[config.mk]
export PLATFORM = sky130hd
export DESIGN_NAME = aer_bit_sender
export DESIGN_NICKNAME = d
export VERILOG_FILES = /design/src/rtl/aer_pkg.sv /design/src/rtl/aer_sync.sv /design/src/rtl/aer_bit_sender.sv
export SDC_FILE = /design/constraint.sdc
export NUM_CORES = 1
export LEC_CHECK = 0
export CAP_MARGIN = 25
export CORE_MARGIN = 2
export CORE_UTILIZATION = 40
export CTS_CLUSTER_DIAMETER = 40
export DETAILED_ROUTE_END_ITERATION = 10
export DONT_BUFFER_PORTS = 1
export SETUP_SLACK_MARGIN = 0.2
export SLEW_MARGIN = 5
export SYNTH_ARGS = -nofsm -noshare
export SYNTH_HDL_FRONTEND = slang
export SYNTH_SLANG_ARGS = --single-unit
[constraint.sdc]
create_clock -name clk -period 4.9 [get_ports clk]
set_input_delay 0.245 -clock clk [delete_from_list [all_inputs] [get_ports clk]]
set_output_delay 0.245 -clock clk [all_outputs]
set_load 0.005 [all_outputs]
[src/rtl/aer_pkg.sv]
// Shared definitions for the AER link: transmit state encoding, parity helper
// and the default event-address width.
package aer_pkg;

  localparam int AER_ADDR_W = 8;

  // Widest address the parity helper covers; callers zero-extend into it.
  localparam int AER_PARITY_MAX_W = 64;

  typedef enum logic [1:0] {
    IDLE = 2'd0,
    REQ  = 2'd1,
    REL  = 2'd2
  } aer_tx_state_t;

  // Even parity: the extra bit makes the total count of ones even.
  function automatic logic aer_parity(input logic [AER_PARITY_MAX_W-1:0] value);
    return ^value;
  endfunction

endpackage

[src/rtl/aer_sync.sv]
// Multi-flop synchroniser for an asynchronous handshake line, cleared to 0 on
// reset. Shared by the transmit and receive sides of the AER link.
module aer_sync #(
  parameter int STAGES = 2
) (
  input  logic clk,
  input  logic reset,
  input  logic async_i,
  output logic sync_o
);

  logic [STAGES-1:0] sync_q;

  always_ff @(posedge clk or posedge reset) begin
    if (reset) begin
      sync_q <= '0;
    end else begin
      sync_q <= {sync_q[STAGES-2:0], async_i};
    end
  end

  assign sync_o = sync_q[STAGES-1];

endmodule

[src/rtl/aer_bit_sender.sv]
// AER transmit front-end: accepts a parallel address and sends it MSB-first as
// one four-phase nought/one request per bit. Define AER_PARITY_EN to append an
// even-parity handshake after the address bits.
//
//   state | meaning
//   IDLE  | no word in flight; ready while synchronised ack is low
//   REQ   | request for the current bit is high; waiting for ack_s = 1
//   REL   | both requests low; waiting for ack_s = 0
module aer_bit_sender
  import aer_pkg::*;
#(
  parameter int ADDR_W      = AER_ADDR_W,
  parameter int SYNC_STAGES = 2
) (
  input  logic              clk,
  input  logic              reset,
  input  logic [ADDR_W-1:0] addr_in,
  input  logic              addr_valid,
  output logic              addr_ready,
  output logic              nought,
  output logic              one,
  input  logic              ack,
  output logic              busy,
  output logic              word_done
);

`ifdef AER_PARITY_EN
  localparam int N_BITS = ADDR_W + 1;
`else
  localparam int N_BITS = ADDR_W;
`endif
  localparam int               CNT_W    = $clog2(ADDR_W + 2);
  localparam logic [CNT_W-1:0] CNT_LOAD = CNT_W'(N_BITS);
  localparam logic [CNT_W-1:0] CNT_ONE  = CNT_W'(1);

  aer_tx_state_t     state_q, state_d;
  logic [N_BITS-1:0] shift_q, shift_d, load_word;
  logic [CNT_W-1:0]  cnt_q, cnt_d;
  logic              nought_q, nought_d;
  logic              one_q, one_d;
  logic              word_done_q, word_done_d;
  logic              ack_s;

  aer_sync #(
    .STAGES (SYNC_STAGES)
  ) u_ack_sync (
    .clk     (clk),
    .reset   (reset),
    .async_i (ack),
    .sync_o  (ack_s)
  );

`ifdef AER_PARITY_EN
  assign load_word = {addr_in, aer_parity(AER_PARITY_MAX_W'(addr_in))};
`else
  assign load_word = addr_in;
`endif

  always_ff @(posedge clk or posedge reset) begin
    if (reset) begin
      state_q     <= IDLE;
      shift_q     <= '0;
      cnt_q       <= '0;
      nought_q    <= 1'b0;
      one_q       <= 1'b0;
      word_done_q <= 1'b0;
    end else begin
      state_q     <= state_d;
      shift_q     <= shift_d;
      cnt_q       <= cnt_d;
      nought_q    <= nought_d;
      one_q       <= one_d;
      word_done_q <= word_done_d;
    end
  end

  // Requests default low so they can only be high while the next state is REQ.
  always_comb begin
    state_d     = state_q;
    shift_d     = shift_q;
    cnt_d       = cnt_q;
    nought_d    = 1'b0;
    one_d       = 1'b0;
    word_done_d = 1'b0;
    case (state_q)
      IDLE: begin
        if (addr_valid && addr_ready) begin
          shift_d  = load_word;
          cnt_d    = CNT_LOAD;
          one_d    = load_word[N_BITS-1];
          nought_d = !load_word[N_BITS-1];
          state_d  = REQ;
        end
      end
      REQ: begin
        if (ack_s) begin
          state_d = REL;
        end else begin
          nought_d = nought_q;
          one_d    = one_q;
        end
      end
      REL: begin
        if (!ack_s) begin
          if (cnt_q > CNT_ONE) begin
            shift_d  = shift_q << 1;
            cnt_d    = cnt_q - CNT_ONE;
            one_d    = shift_q[N_BITS-2];
            nought_d = !shift_q[N_BITS-2];
            state_d  = REQ;
          end else begin
            cnt_d       = '0;
            word_done_d = 1'b1;
            state_d     = IDLE;
          end
        end
      end
      default: begin
        state_d = IDLE;
      end
    endcase
  end

  assign addr_ready = (state_q == IDLE) && !ack_s;
  assign nought     = nought_q;
  assign one        = one_q;
  assign busy       = (state_q != IDLE);
  assign word_done  = word_done_q;

endmodule

==> results.cfg <==
[cells_and_area]
area_growth_pct = 6.82
drive_gt1_share_pct = 22.4
finalNetCount = 100
layout_commonest_cell = dfrtp_1
antenna_cells = 0
fin_area_sq_um = 1000
layout_common_cells = dfrtp_1 (18), mux2_2 (10), inv_1 (6)

[clock_network]
cts_resized = 0
numCtsBuffers = 3
clk_path_buf_depth = 2
cts.clk_slew.worst_paths_ns = 0.10
cts_root_buf = clkbuf_4
cts_tree = done
htree_levels = 1
clkLatencyLatePin_ns = 0.29
numClockSinks = 18

[detailed_routing]
drtIter0Drc = 2
drtPass1Iterations = 4
ant_nets = 0
wl_per_cell_um = 14.7
viasPerCell = 5.44
dr_total_vias = 615
wirelength_um = 1660
post-route-drc-count = 0

[placement]
gp_congestion = 0.815
numPortBuffers = 0
placed_cell_area_sq_um = 943
dp_hpwl_um = 1200

[worst_hold_path]
hold_class = in -> reg

[die]
ios = 17
die_w_um = 52.4
die_y_um = 52.4
rows = 17
fp.coreArea_sq_um = 2210
die_area_sq_um = 2740
initial_utilization_pct = 42.3

[synthesis]
synthCells = 84
synth_fp_nets = 98
ys_ff_latch = 18
syn_avg_cell_area_sq_um = 11.1
synth.distinct_cells = 35
ys.flop_type = dfrtp_1
yosysSeqAreaShare_pct = 48.1
yosys_warnings = 0
syn_area_sq_um = 936
postSynth.asyncResetShare_pct = 100
synth_edf_count = 0

[power]
p_leak_nw = 0.416
power_density_nw_per_um2 = 517
vdd_drop_max_mv = 0.286

[run_status]
outcome = complete, no violations

[timing]
skew_ns = 0.00251
final.period_utilization_pct = 42.5
fmax_mhz = 480
relSlewSlack_pct = 54.9
setup_viol = 0
slew_violations = 0
tightest_slew_ns = 0.676
min_period_ns = 2.08
hold_viol_final = 0
rsz0062_at_grt = no
tns_ns = 0

[worst_setup_path]
endpoint_kind = register
cp_max_fo = 8
start_kind = register
r2r_slack_ns = 2.82
cp.required_ns = 5.09
worstPathArrival_ns = 2.27
worstSetupPathType = reg -> reg

[global_route]
grt_util_all_layers_pct = 14.6
overflow = 0
grt_pass1_vias = 639
grt_max_degree = 19
grt_pass1_wl_um = 2900
grt_antenna_before_repair = 0

[job]
drv_cap = 0
==> worst max-delay path: stages, from the launching register on <==
cell and delay (ns):
dfrtp_1 0.41, inv_1 0.06, ha_1 0.22, or2_2 0.38
a311oi_4 0.52, mux2_2 0.39
==> cell usage after synthesis (2+ instances only) <==
library cell | n | area (sq um)
ha_1 | 2 | 25.0
nand2_1 | 3 | 11.3
mux2i_1 | 3 | 30.0
o21ai_0 | 4 | 20.0
dfrtp_1 | 18 | 450
a21oi_1 | 3 | 15.0
nor3_1 | 2 | 10.0
nor2_1 | 5 | 18.8
clkbuf_1 | 3 | 11.3
mux2_2 | 10 | 113
or2_2 | 2 | 12.5
inv_1 | 6 | 22.5
==> power by group <==
| part | switching, mW | total, mW | internal, mW |
|---|---|---|---|
| combinational | 0.0940 | 0.183 | 0.0885 |
| clock | 0.0461 | 0.0914 | 0.0453 |
| sequential | 0.0432 | 0.243 | 0.199 |
==> flip-flops by register name, summed over array words and instances (netlist names) <==
register           flops
one                    1
word_done              1
cnt_q                  4
nought                 1
state_q                2
u_ack_sync.sync_q      2
shift_q                7
==> stage by stage <==
stage	util [%]	power (mW)	worst slack (ns)	instances	hold WS (ns)
2_1_floorplan	-	0.400	2.89	84	0.184
3_3_place_gp	42.6	0.420	2.86	107	0.273
3_5_place_dp	42.6	0.427	2.83	107	0.276
4_1_cts	45.2	0.523	2.81	113	0.0811
5_1_grt	45.2	0.559	2.71	113	0.0745
6_report	45.2	0.517	2.82	113	0.0907
==> cells by family (layout without fill, tap and decap cells) <==
kind of cell / after synthesis / after routing / synth area share [%]
AOI/OAI and AO/OA: 19 / 19 / 16.6
adders and majority gates: 2 / 2 / 2.67
buffers and inverters: 11 / 12 / 5.35
DFF: 18 / 18 / 48.1
muxes: 13 / 13 / 15.2
and+or+nand+nor: 21 / 21 / 12.0
==> cell type report <==
class                   count  area [sq um]
multi-input cells          55           435
inverters                   6          22.5
clock buffers               4          36.3
well taps                  28          35.0
fillers                   219          1210
flip-flops and latches     18           450
repair buffers              2          20.0
==> final timing paths <==
check	cells past startpoint	start	endpoint
setup / recovery	5	cnt_q[0]	shift_q[1]
hold / removal	2	addr_in[0]	shift_q[0]
setup reg to reg	5	cnt_q[0]	shift_q[1]
hold reg to reg	0	u_ack_sync.sync_q[0]	u_ack_sync.sync_q[1]
max in group asynchronous	2	reset	cnt_q[1]
min in group asynchronous	2	reset	nought
==> metal layers <==
metal,part of all wire [%],track usage [%]
met5,0,0
met4,0,3.85
met3,6.3,6.86
met2,45,22.1
met1,49,18.6
==> timing repair <==
| item | in CTS | in global routing |
|---|---|---|
| hold endpoints to repair | 19 | 0 |
| hold buffers | 2 | 0 |
| endpoints found under the setup margin | 0 | 0 |
| setup buffers | 0 | 0 |
(Power assumes the default switching activity.)
